**config.mk**
```make
export PLATFORM = sky130hd
export DESIGN_NAME = fetch_unit
export DESIGN_NICKNAME = d
export VERILOG_FILES = /design/src/rtl/cirno_fetch_pkg.sv /design/src/rtl/fetch_pc_next.sv /design/src/rtl/fetch_unit.sv
export SDC_FILE = /design/constraint.sdc
export NUM_CORES = 1
export LEC_CHECK = 0
export BUFFER_PORTS_ARGS = -buffer_cell sky130_fd_sc_hd__buf_2
export CORE_ASPECT_RATIO = 1.25
export CORE_MARGIN = 10
export CORE_UTILIZATION = 45
export CTS_CLUSTER_SIZE = 16
export DETAILED_ROUTE_END_ITERATION = 12
export GPL_ROUTABILITY_DRIVEN = 0
export PLACE_DENSITY = 0.76
export SLEW_MARGIN = 5
export SYNTH_ARGS = -nofsm -noshare
export SYNTH_HDL_FRONTEND = slang
export SYNTH_SLANG_ARGS = --single-unit
```
**constraint.sdc**
```tcl
create_clock -name clk -period 2.2 [get_ports clk]
set_input_delay 0.44 -clock clk [delete_from_list [all_inputs] [get_ports clk]]
set_output_delay 0.44 -clock clk [all_outputs]
set_load 0.005 [all_outputs]
```
**src/rtl/cirno_fetch_pkg.sv**
```systemverilog
// ============================================================================
// Module      : cirno_fetch_pkg
// Description : Shared types and constants for the instruction fetch stage:
//               fetch FSM state encoding, instruction width, NOP encoding.
// Revision    : 1.0 - initial release
// ============================================================================
`default_nettype none

package cirno_fetch_pkg;

    // Instruction word width delivered by instruction memory
    localparam int INST_W = 9;

    // Encoding held in the instruction latch while nothing has been fetched
    localparam logic [INST_W-1:0] NOP_INST = 9'h000;

    // Fetch sequencer states
    typedef enum logic [2:0] {
        ST_IDLE = 3'd0,
        ST_REQ  = 3'd1,
        ST_DEC  = 3'd2,
        ST_WAIT = 3'd3,
        ST_HALT = 3'd4
    } fetch_state_t;

endpackage : cirno_fetch_pkg

`default_nettype wire

```
**src/rtl/fetch_pc_next.sv**
```systemverilog
// ============================================================================
// Module      : fetch_pc_next
// Description : Combinational next-PC selection. Priority is
//               done > branch (register target) > branchi (PC-relative,
//               sign-extended immediate) > sequential PC + 1.
//               All arithmetic wraps modulo 2^PC_W.
// Revision    : 1.0 - initial release
// ============================================================================
`default_nettype none

module fetch_pc_next
    import cirno_fetch_pkg::*;
#(
    parameter int PC_W  = 8,
    parameter int IMM_W = 6
) (
    input  logic [PC_W-1:0]  pc,
    input  logic             branch,
    input  logic             branchi,
    input  logic             done,
    input  logic [IMM_W-1:0] immediate,
    input  logic [PC_W-1:0]  target,
    output logic [PC_W-1:0]  next_pc,
    output logic             halt_req
);

    logic [PC_W-1:0] w_offset;

    // Bring the two's-complement immediate to PC width
    generate
        if (PC_W > IMM_W) begin : g_sext_wide
            assign w_offset = {{(PC_W-IMM_W){immediate[IMM_W-1]}}, immediate};
        end else begin : g_sext_narrow
            assign w_offset = immediate[PC_W-1:0];
        end
    endgenerate

    // Select the next PC; done is reported separately and overrides any branch
    always_comb begin
        halt_req = done;
        next_pc  = pc + {{(PC_W-1){1'b0}}, 1'b1};
        if (branch) begin
            next_pc = target;
        end else if (branchi) begin
            next_pc = pc + w_offset;
        end
    end

endmodule : fetch_pc_next

`default_nettype wire

```
**src/rtl/fetch_unit.sv**
```systemverilog
// ============================================================================
// Module      : fetch_unit
// Description : Instruction fetch/sequencing stage. Requests instructions
//               over a req/ack handshake, strobes the decoder for one cycle,
//               waits for the execute step and advances the PC.
//               Optional build macro FETCH_BOUNDS_CHECK_EN halts with fault
//               when the next PC falls outside IMEM_DEPTH.
// Revision    : 1.0 - initial release
// ============================================================================
`default_nettype none

module fetch_unit
    import cirno_fetch_pkg::*;
#(
    parameter int PC_W       = 8,
    parameter int RESET_PC   = 0,
    parameter int IMM_W      = 6,
    parameter int IMEM_DEPTH = 256
) (
    input  logic              clk,
    input  logic              rst_n,
    input  logic              start,
    output logic              imem_req,
    output logic [PC_W-1:0]   imem_addr,
    input  logic [INST_W-1:0] imem_rdata,
    input  logic              imem_ack,
    output logic [INST_W-1:0] inst,
    output logic              decoder_en,
    output logic [PC_W-1:0]   pc,
    input  logic              branch,
    input  logic              branchi,
    input  logic              jump,
    input  logic [IMM_W-1:0]  immediate,
    input  logic [PC_W-1:0]   target,
    input  logic              done,
    input  logic              step_done,
    output logic              halted,
    output logic              fault
);

    localparam logic [PC_W-1:0] c_reset_pc = PC_W'(RESET_PC);

    fetch_state_t      r_state;
    logic [PC_W-1:0]   r_pc;
    logic              r_req;
    logic [INST_W-1:0] r_inst;
    logic              r_dec_en;
    logic              r_halted;
    logic              r_fault;

    logic [PC_W-1:0]   w_next_pc;
    logic              w_halt_req;
    logic              w_out_of_range;
    logic              w_unused;

    fetch_pc_next #(
        .PC_W  (PC_W),
        .IMM_W (IMM_W)
    ) u_pc_next (
        .pc        (r_pc),
        .branch    (branch),
        .branchi   (branchi),
        .done      (done),
        .immediate (immediate),
        .target    (target),
        .next_pc   (w_next_pc),
        .halt_req  (w_halt_req)
    );

`ifdef FETCH_BOUNDS_CHECK_EN
    assign w_out_of_range = (32'(w_next_pc) >= 32'(IMEM_DEPTH));
    assign fault          = r_fault;
    // jump is already folded into branchi by the decoder
    assign w_unused       = jump;
`else
    assign w_out_of_range = 1'b0;
    assign fault          = 1'b0;
    assign w_unused       = jump ^ r_fault ^ (IMEM_DEPTH == 0);
`endif

    assign imem_req   = r_req;
    assign imem_addr  = r_pc;
    assign pc         = r_pc;
    assign inst       = r_inst;
    assign decoder_en = r_dec_en;
    assign halted     = r_halted;

    // Fetch sequencer: all outputs are registered alongside the state
    always_ff @(posedge clk or negedge rst_n) begin
        if (!rst_n) begin
            r_state  <= ST_IDLE;
            r_pc     <= c_reset_pc;
            r_req    <= 1'b0;
            r_inst   <= NOP_INST;
            r_dec_en <= 1'b0;
            r_halted <= 1'b0;
            r_fault  <= 1'b0;
        end else begin
            r_dec_en <= 1'b0;
            case (r_state)
                ST_IDLE: begin
                    if (start) begin
                        r_pc    <= c_reset_pc;
                        r_req   <= 1'b1;
                        r_state <= ST_REQ;
                    end
                end
                ST_REQ: begin
                    if (imem_ack) begin
                        r_inst   <= imem_rdata;
                        r_req    <= 1'b0;
                        r_dec_en <= 1'b1;
                        r_state  <= ST_DEC;
                    end
                end
                ST_DEC: begin
                    // Decoder results land on this edge; step_done not looked at yet
                    r_state <= ST_WAIT;
                end
                ST_WAIT: begin
                    if (step_done) begin
                        if (w_halt_req) begin
                            r_halted <= 1'b1;
                            r_state  <= ST_HALT;
                        end else if (w_out_of_range) begin
                            r_halted <= 1'b1;
                            r_fault  <= 1'b1;
                            r_state  <= ST_HALT;
                        end else begin
                            r_pc    <= w_next_pc;
                            r_req   <= 1'b1;
                            r_state <= ST_REQ;
                        end
                    end
                end
                ST_HALT: begin
                    if (start) begin
                        r_halted <= 1'b0;
                        r_fault  <= 1'b0;
                        r_pc     <= c_reset_pc;
                        r_req    <= 1'b1;
                        r_state  <= ST_REQ;
                    end
                end
                default: begin
                    r_req   <= 1'b0;
                    r_state <= ST_IDLE;
                end
            endcase
        end
    end

endmodule : fetch_unit

`default_nettype wire
```
Word level (Yosys, flattened, before mapping)
Cells that the tools add are included.
{"block": "totals", "ff_bits": 23, "input_bits": 32, "output_inout_bits": 29, "wordCells": 50}
{"block": "op_classes", "addsub": 2, "n_eq_ne": 10, "muxes": 22, "bitwise_logic": 1, "n_reduce_logical": 9}
{"op": "8-bit two-way mux", "n": 5}
{"op": "8-bit one-hot mux with 2 select lines", "n": 1}
{"op": "3-bit two-way mux", "n": 4}
{"op": "3-bit one-hot mux with 4 select lines", "n": 1}
{"op": "2-bit inequality test (second input constant)", "n": 5}
{"op": "1-bit two-way mux", "n": 9}
{"op": "8-bit by 1-bit adder with 8-bit output (second input constant)", "n": 1}
{"op": "8-bit adder", "n": 1}
{"op": "4-bit AND reduction", "n": 2}
{"op": "3-bit by 2-bit == test with 1-bit output (second input constant)", "n": 2}
{"op": "5-bit AND reduction", "n": 1}
{"op": "1-bit one-hot mux with 4 select lines", "n": 1}
{"op": "2-bit nonzero test", "n": 2}
{"op": "3-bit by 1-bit == test with 1-bit output (second input constant)", "n": 1}
{"op": "3-bit == test (second input constant)", "n": 1}
{"op": "3-bit logical NOT", "n": 1}
{"op": "3-bit AND reduction", "n": 1}
{"op": "2-bit by 1-bit inequality test with 1-bit output (second input constant)", "n": 1}
{"op": "1-bit one-hot mux with 2 select lines", "n": 1}
{"op": "2-bit AND reduction", "n": 1}
{"op": "2-bit OR reduction", "n": 1}
{"op": "1-bit NOT", "n": 1}

Depth between registers and ports, before layout
{"block": "logic_depth", "word_depth": 6, "mapped_depth": 10, "mapped_depth_nobuf": 10}

Hierarchy
From an unflattened synthesis, not the netlist that was laid out.
{"block": "unflattened", "cells_unflattened": 134, "area_unflattened_um2": 1436.4}
{"module": "fetch_unit", "n_inst": 1, "cells_each": 80, "area_each_um2": 1033.5, "seq_area_each_um2": 575.6}
{"module": "fetch_pc_next", "n_inst": 1, "cells_each": 54, "area_each_um2": 402.9, "seq_area_each_um2": 0.0}

Least setup slack after synthesis
OpenSTA, ideal clock, no wires.
{"block": "synth_timing", "path_type": "input to register", "from": "in immediate[0]", "to": "reg r_pc[6], in the netlist imem_addr[6]", "setup_time_ps": 135, "arrival_ps": 2001, "required_time_ps": 2065, "path_slack_ps": 65, "path_stages": 10, "n_path_buf": 0, "cell_sequence": "nand2b_1 > ha_1 > inv_1 > fa_1 > and2b_1 > o31a_1 > nor2_1 > mux2i_1 > mux2i_1 > o21ai_1"}
{"block": "synth_via", "elab_chain_len": 6}
{"item": "start: declaration", "line_no": "fetch_unit.sv:33", "source": "input logic [IMM_W-1:0] immediate,"}
{"item": "8-bit adder", "line_no": "fetch_pc_next.sv:45", "source": "next_pc = pc + w_offset;"}
{"item": "8-bit two-way mux", "line_no": "fetch_pc_next.sv:44", "source": "end else if (branchi) begin"}
{"item": "8-bit two-way mux", "line_no": "fetch_pc_next.sv:42", "source": "if (branch) begin"}
{"item": "8-bit two-way mux", "line_no": "fetch_unit.sv:122", "source": "if (w_halt_req) begin"}
{"item": "8-bit two-way mux", "line_no": "fetch_unit.sv:121", "source": "if (step_done) begin"}
{"item": "8-bit one-hot mux with 2 select lines", "line_no": "fetch_unit.sv:100", "source": "case (r_state)"}
{"item": "end signal: assignment", "line_no": "fetch_unit.sv:103", "source": "r_pc <= c_reset_pc;"}
{"item": "end signal: assignment", "line_no": "fetch_unit.sv:130", "source": "r_pc <= w_next_pc;"}
{"item": "end signal: assignment", "line_no": "fetch_unit.sv:140", "source": "r_pc <= c_reset_pc;"}
{"item": "end: declaration", "line_no": "fetch_unit.sv:44", "source": "logic [PC_W-1:0] r_pc;"}
No other way between the ends. The select of a mux whose other input is x is not followed.
A chain may end at the register's enable or synchronous reset.

Final worst setup path
{"block": "layout_timing", "from": "reg r_pc[0], in the netlist imem_addr[0]", "to": "reg r_pc[6], in the netlist imem_addr[6]"}
{"block": "layout_via", "elab_chain_len": 6, "elab_cells_between_ends": 7, "classes_between": "2 x add/sub; 5 x mux"}
{"item": "start signal: assignment", "line_no": "fetch_unit.sv:92", "source": "r_pc <= c_reset_pc;"}
{"item": "start signal: assignment", "line_no": "fetch_unit.sv:103"}
{"item": "start signal: assignment", "line_no": "fetch_unit.sv:130"}
{"item": "8-bit by 1-bit adder with 8-bit output or 8-bit adder (tied branches)", "line_no": "fetch_pc_next.sv:41, fetch_pc_next.sv:45"}
{"item": "8-bit two-way mux *", "line_no": "fetch_pc_next.sv:44"}
{"item": "8-bit two-way mux *", "line_no": "fetch_pc_next.sv:42"}
{"item": "8-bit two-way mux *", "line_no": "fetch_unit.sv:122"}
{"item": "8-bit two-way mux *", "line_no": "fetch_unit.sv:121"}
{"item": "8-bit one-hot mux with 2 select lines *", "line_no": "fetch_unit.sv:100"}
Mark *: on every way between the ends. The rest lies on a longest branch, timed or not. The select of a mux whose other input is x is not followed.

==> results.env <==
GRT_SETUP_UNREPAIRED='false'
SYNTH_CELL_TYPE_COUNT=45
CTS_TREE='done'
R2R_CELLS=9
SYNTHARSTFLOPSHARE_PCT=100
CLK_PIN_SLEW_PS=120
CLOCK_INSERTION_DELAY_WORST_SKEW_PS=300
CTS_BUFFER_DEPTH=2
CPPEAKSTAGEDELAY_PS=400
ROOT_BUFFER_CELL='clkbuf_4'
WORST_SETUP_PATH_ENDPOINT='imem_addr[6]'
DIE_W_UM=70.5
DIE_Y_UM=83.1
CRIT_TYPE='register to register'
LAYOUT.FILLER_CELLS=285
FINISH.UTILIZATION_PCT=58.0
CRIT_TOP_CELL='mux2i_1'
ANTENNA_CELLS_INSERTED=0
FINALMAXSLEWVIOLATIONS=0
COMMONEST_NON_FILL_NON_TAP_CELLS_IN_THE_LAYOUT='58 x buf_2, 23 x dfrtp_1, 14 x nand2_1, 9 x mux2_2'
POSTROUTEANTENNANETS=0
POWER_LEAKAGE_uW=0.000911
STARTING_DENSITY_OF_THE_CORE_PCT=47.8
NETLIST_INSTANCES=144
CP_ENDPOINT_KIND='register'
DRIVE_GT1_SHARE_PCT=43.2
GRT_MAX_DEGREE=24
MAX-VDD-IR-DROP_mV=0.721
NUMCLOCKSINKS=23
SEQCELLAREA_UM2=576
SETUP_VIOLATIONS=0
HOLD-WORST-SLACK_PS=83.8
H-TREE-DEPTH=1
IO_BUFFERS=58
TIMING.CRITICAL_PATH.CELLS='ha_1 -> inv_1 -> fa_1 -> and2b_1 -> o31a_1 -> nor2_1 -> mux2i_1 -> mux2i_1 -> o21ai_1'
CORE_AREA_UM2=3000
FINAL-HOLD-VIOLATION-COUNT=0
NETLIST_TOP_CELLS_AREA='dfrtp_1 40%, mux2_2 7.1%, mux2i_1 4.9%'
LARGEST_FAMILY_OF_LOGIC_CELLS_BY_SYNTHESIZED_AREA='compound AO/OA/AOI/OAI gates'
SYNTH_COMPOUND_GATE_AREA_SHARE_PCT=16.5
SLEW_AT_THE_PIN_CLOSEST_TO_ITS_MAX_SLEW_LIMIT_PS=716
DRT-TOTAL-WL_UM=3570
CRIT_PATH_START_KIND='register'
SYNTH.MUX.AREA_FRACTION_PCT=12.0
CPMAXSTAGEDELAYCELL='dfrtp_1'
WORST_CLOCK_SKEW_PS=4.34
SYNTH_ENABLE_FLOP_CELLS=0
SYNTH_LARGEST_AREA_CELL='dfrtp_1'
DESIGN.DIE.AREA_UM2=5860
POST_CTS_HOLD_BUFFER_COUNT=0
WORST_R2R_ENDPOINT='imem_addr[6]'
MAX_CLK_RATE_MHz=498
PLACED_CELLS=230
POSTSYNTHREGISTERBITS=23
BASIC_GATE_SHARE_OF_THE_SYNTHESIZED_AREA_COUNTING_AND_OR_NAND_AND_NOR_CELLS_PCT=15.6
GRT_REMAINING_OVERFLOW=0
SYNTH_TOP_AREA_SHARE_PCT=40.1
MAX_CAP_CHECK_VIOLATION_COUNT=0
MAIN_FLOP_TYPE_AFTER_SYNTHESIS='dfrtp_1'
YOSYS.AREA_SHARE.ADDER_PCT=5.76
FIN_CELLS=235
REL_SLEW_SLACK_PCT=52.3
IO_PINS=61
DETAIL_ROUTE.DRC_VIOLATIONS=0
DRT-PASS1-ITER-COUNT=4
NUMCTSBUFFERS=3
VIA_DENSITY_PER_INSTANCE=5.35
MAPPED_AREA_UM2=1430
CRIT_FANOUT=3
LAYOUT_COMMONEST_CELL='buf_2'
DETAIL_ROUTE.ITER0.VIOLATIONS=38
POST_DP_HPWL_UM=2940
ANTENNA_FOUND_INITIAL=0
STATUS='complete, no violations'
TIMING.FINAL.WS_SETUP_PS=191
PLACEMENT.SETUP.WORST_SLACK_PS=-88.0
VIAS=1258
CP.REQUIRED_PS=2390
POWERDENSITY_nW_PER_UM2=1170
FLOW.AREA_GROWTH_FROM_SYNTHESIS_PCT=21.3
MULTI_INPUT_AREA_UM2=727
FLOORPLAN.ROWS=22
DESIGN.FINAL.NETS=238
POST-ROUTE-PERIOD-UTIL_PCT=91.3
GRT_PASS1_WL_UM=6010
HOLD_REMOVAL_PATH_CLASS='primary input to async pin'
RR_STARTPOINT='imem_addr[0]'
WORST_SETUP_PATH_STARTPOINT='imem_addr[0]'
TIMING.CRITICAL_PATH.ARRIVAL_PS=2200
SYN-MEAN-INSTANCE-AREA_UM2=9.96
TRACK_USAGE_PCT=11.8
SYNTH_XOR_AREA_SHARE_PCT=0.611
ROUTED_WIRE_LENGTH_PER_INSTANCE_UM=15.2
PERIOD_NEEDED_PS=2010
TIMING.REG2REG.SETUP_SLACK_PS=190
SYNTH_FP_NETS=182
YOSYSWARNINGCOUNT=0
FIRST_GLOBAL_VIAS=1383
SEQ_AREA_FRAC_SYNTH_PCT=40.1
[cell families after synthesis]
family / Yosys count
and+or+nand+nor: 43
other: 1
muxes: 16
adders and majority gates: 6
xor gates and xnor gates: 1
AOI/OAI and AO/OA: 34
buffers and inverters: 20
DFF: 23
[metal layers]
metal	track usage (%)	vias to the layer above	share of wire (%)
li1	-	612	-
met1	12.9	587	40
met2	19.9	57	47
met3	5.71	2	13
met4	2.69	0	0.22
met5	0	-	0
[synthesized netlist by cell type, types with 3 or more instances]
cell	count
dfrtp_1	23
nand2_1	14
buf_4	9
mux2_2	9
a21oi_1	7
mux2i_1	7
nor2_1	7
o21ai_0	7
ha_1	5
inv_1	5
nor3_1	5
and2_1	3
buf_6	3
o31ai_1	3
[critical path, delay by kind of cell, from the launching register on]
| kind | cells | cell delay (ps) |
|---|---|---|
| and+or+nand+nor | 2 | 310 |
| adders and majority gates | 2 | 370 |
| DFF | 1 | 400 |
| AOI/OAI and AO/OA | 2 | 320 |
| buffers and inverters | 1 | 70 |
| muxes | 2 | 430 |
[power by group]
group	leakage, uW	switching [uW]	internal (uW)	total (uW)
sequential	0.000284	175	614	788
clock	0.0000150	122	70.7	193
combinational	0.000612	496	566	1060
[how the worst min path moves through the flow]
stage               startpoint          to  slack, ps
global route             rst_n     inst[1]        100
CTS                      rst_n     inst[0]        100
finish                   rst_n     inst[0]         80
detailed placement       rst_n     inst[0]        440
floorplan                rst_n  decoder_en        140
global placement         rst_n      halted        440
[registers in the layout, indices dropped and copies added, names as in the netlist]
signal      flops
imem_addr       8
inst            9
r_state         3
decoder_en      1
halted          1
imem_req        1
[cell type report]
cell class	count	share of cell area, %
clock buffers	4	1.51
inverters	6	1.29
multi-input cells	101	41.8
flip-flops and latches	23	33.1
well taps	36	2.59
repair buffers	65	19.7
[timing repair]
item                                    CTS  global route
endpoints found under the setup margin    0             1
gates resized for setup                   0             0
setup buffers                             0             1
[per-stage QoR]
| stage | TNS [ps] | area, um2 | total power, uW |
|---|---|---|---|
| global placement | -83.1 | 1710 | 1810 |
| CTS | 0 | 1730 | 2060 |
| detailed placement | -121 | 1710 | 1860 |
| finish | 0 | 1740 | 2040 |
| floorplan | 0 | 1430 | 1530 |
| global route | 0 | 1740 | 2240 |
Power figures use the tool's default switching activity.
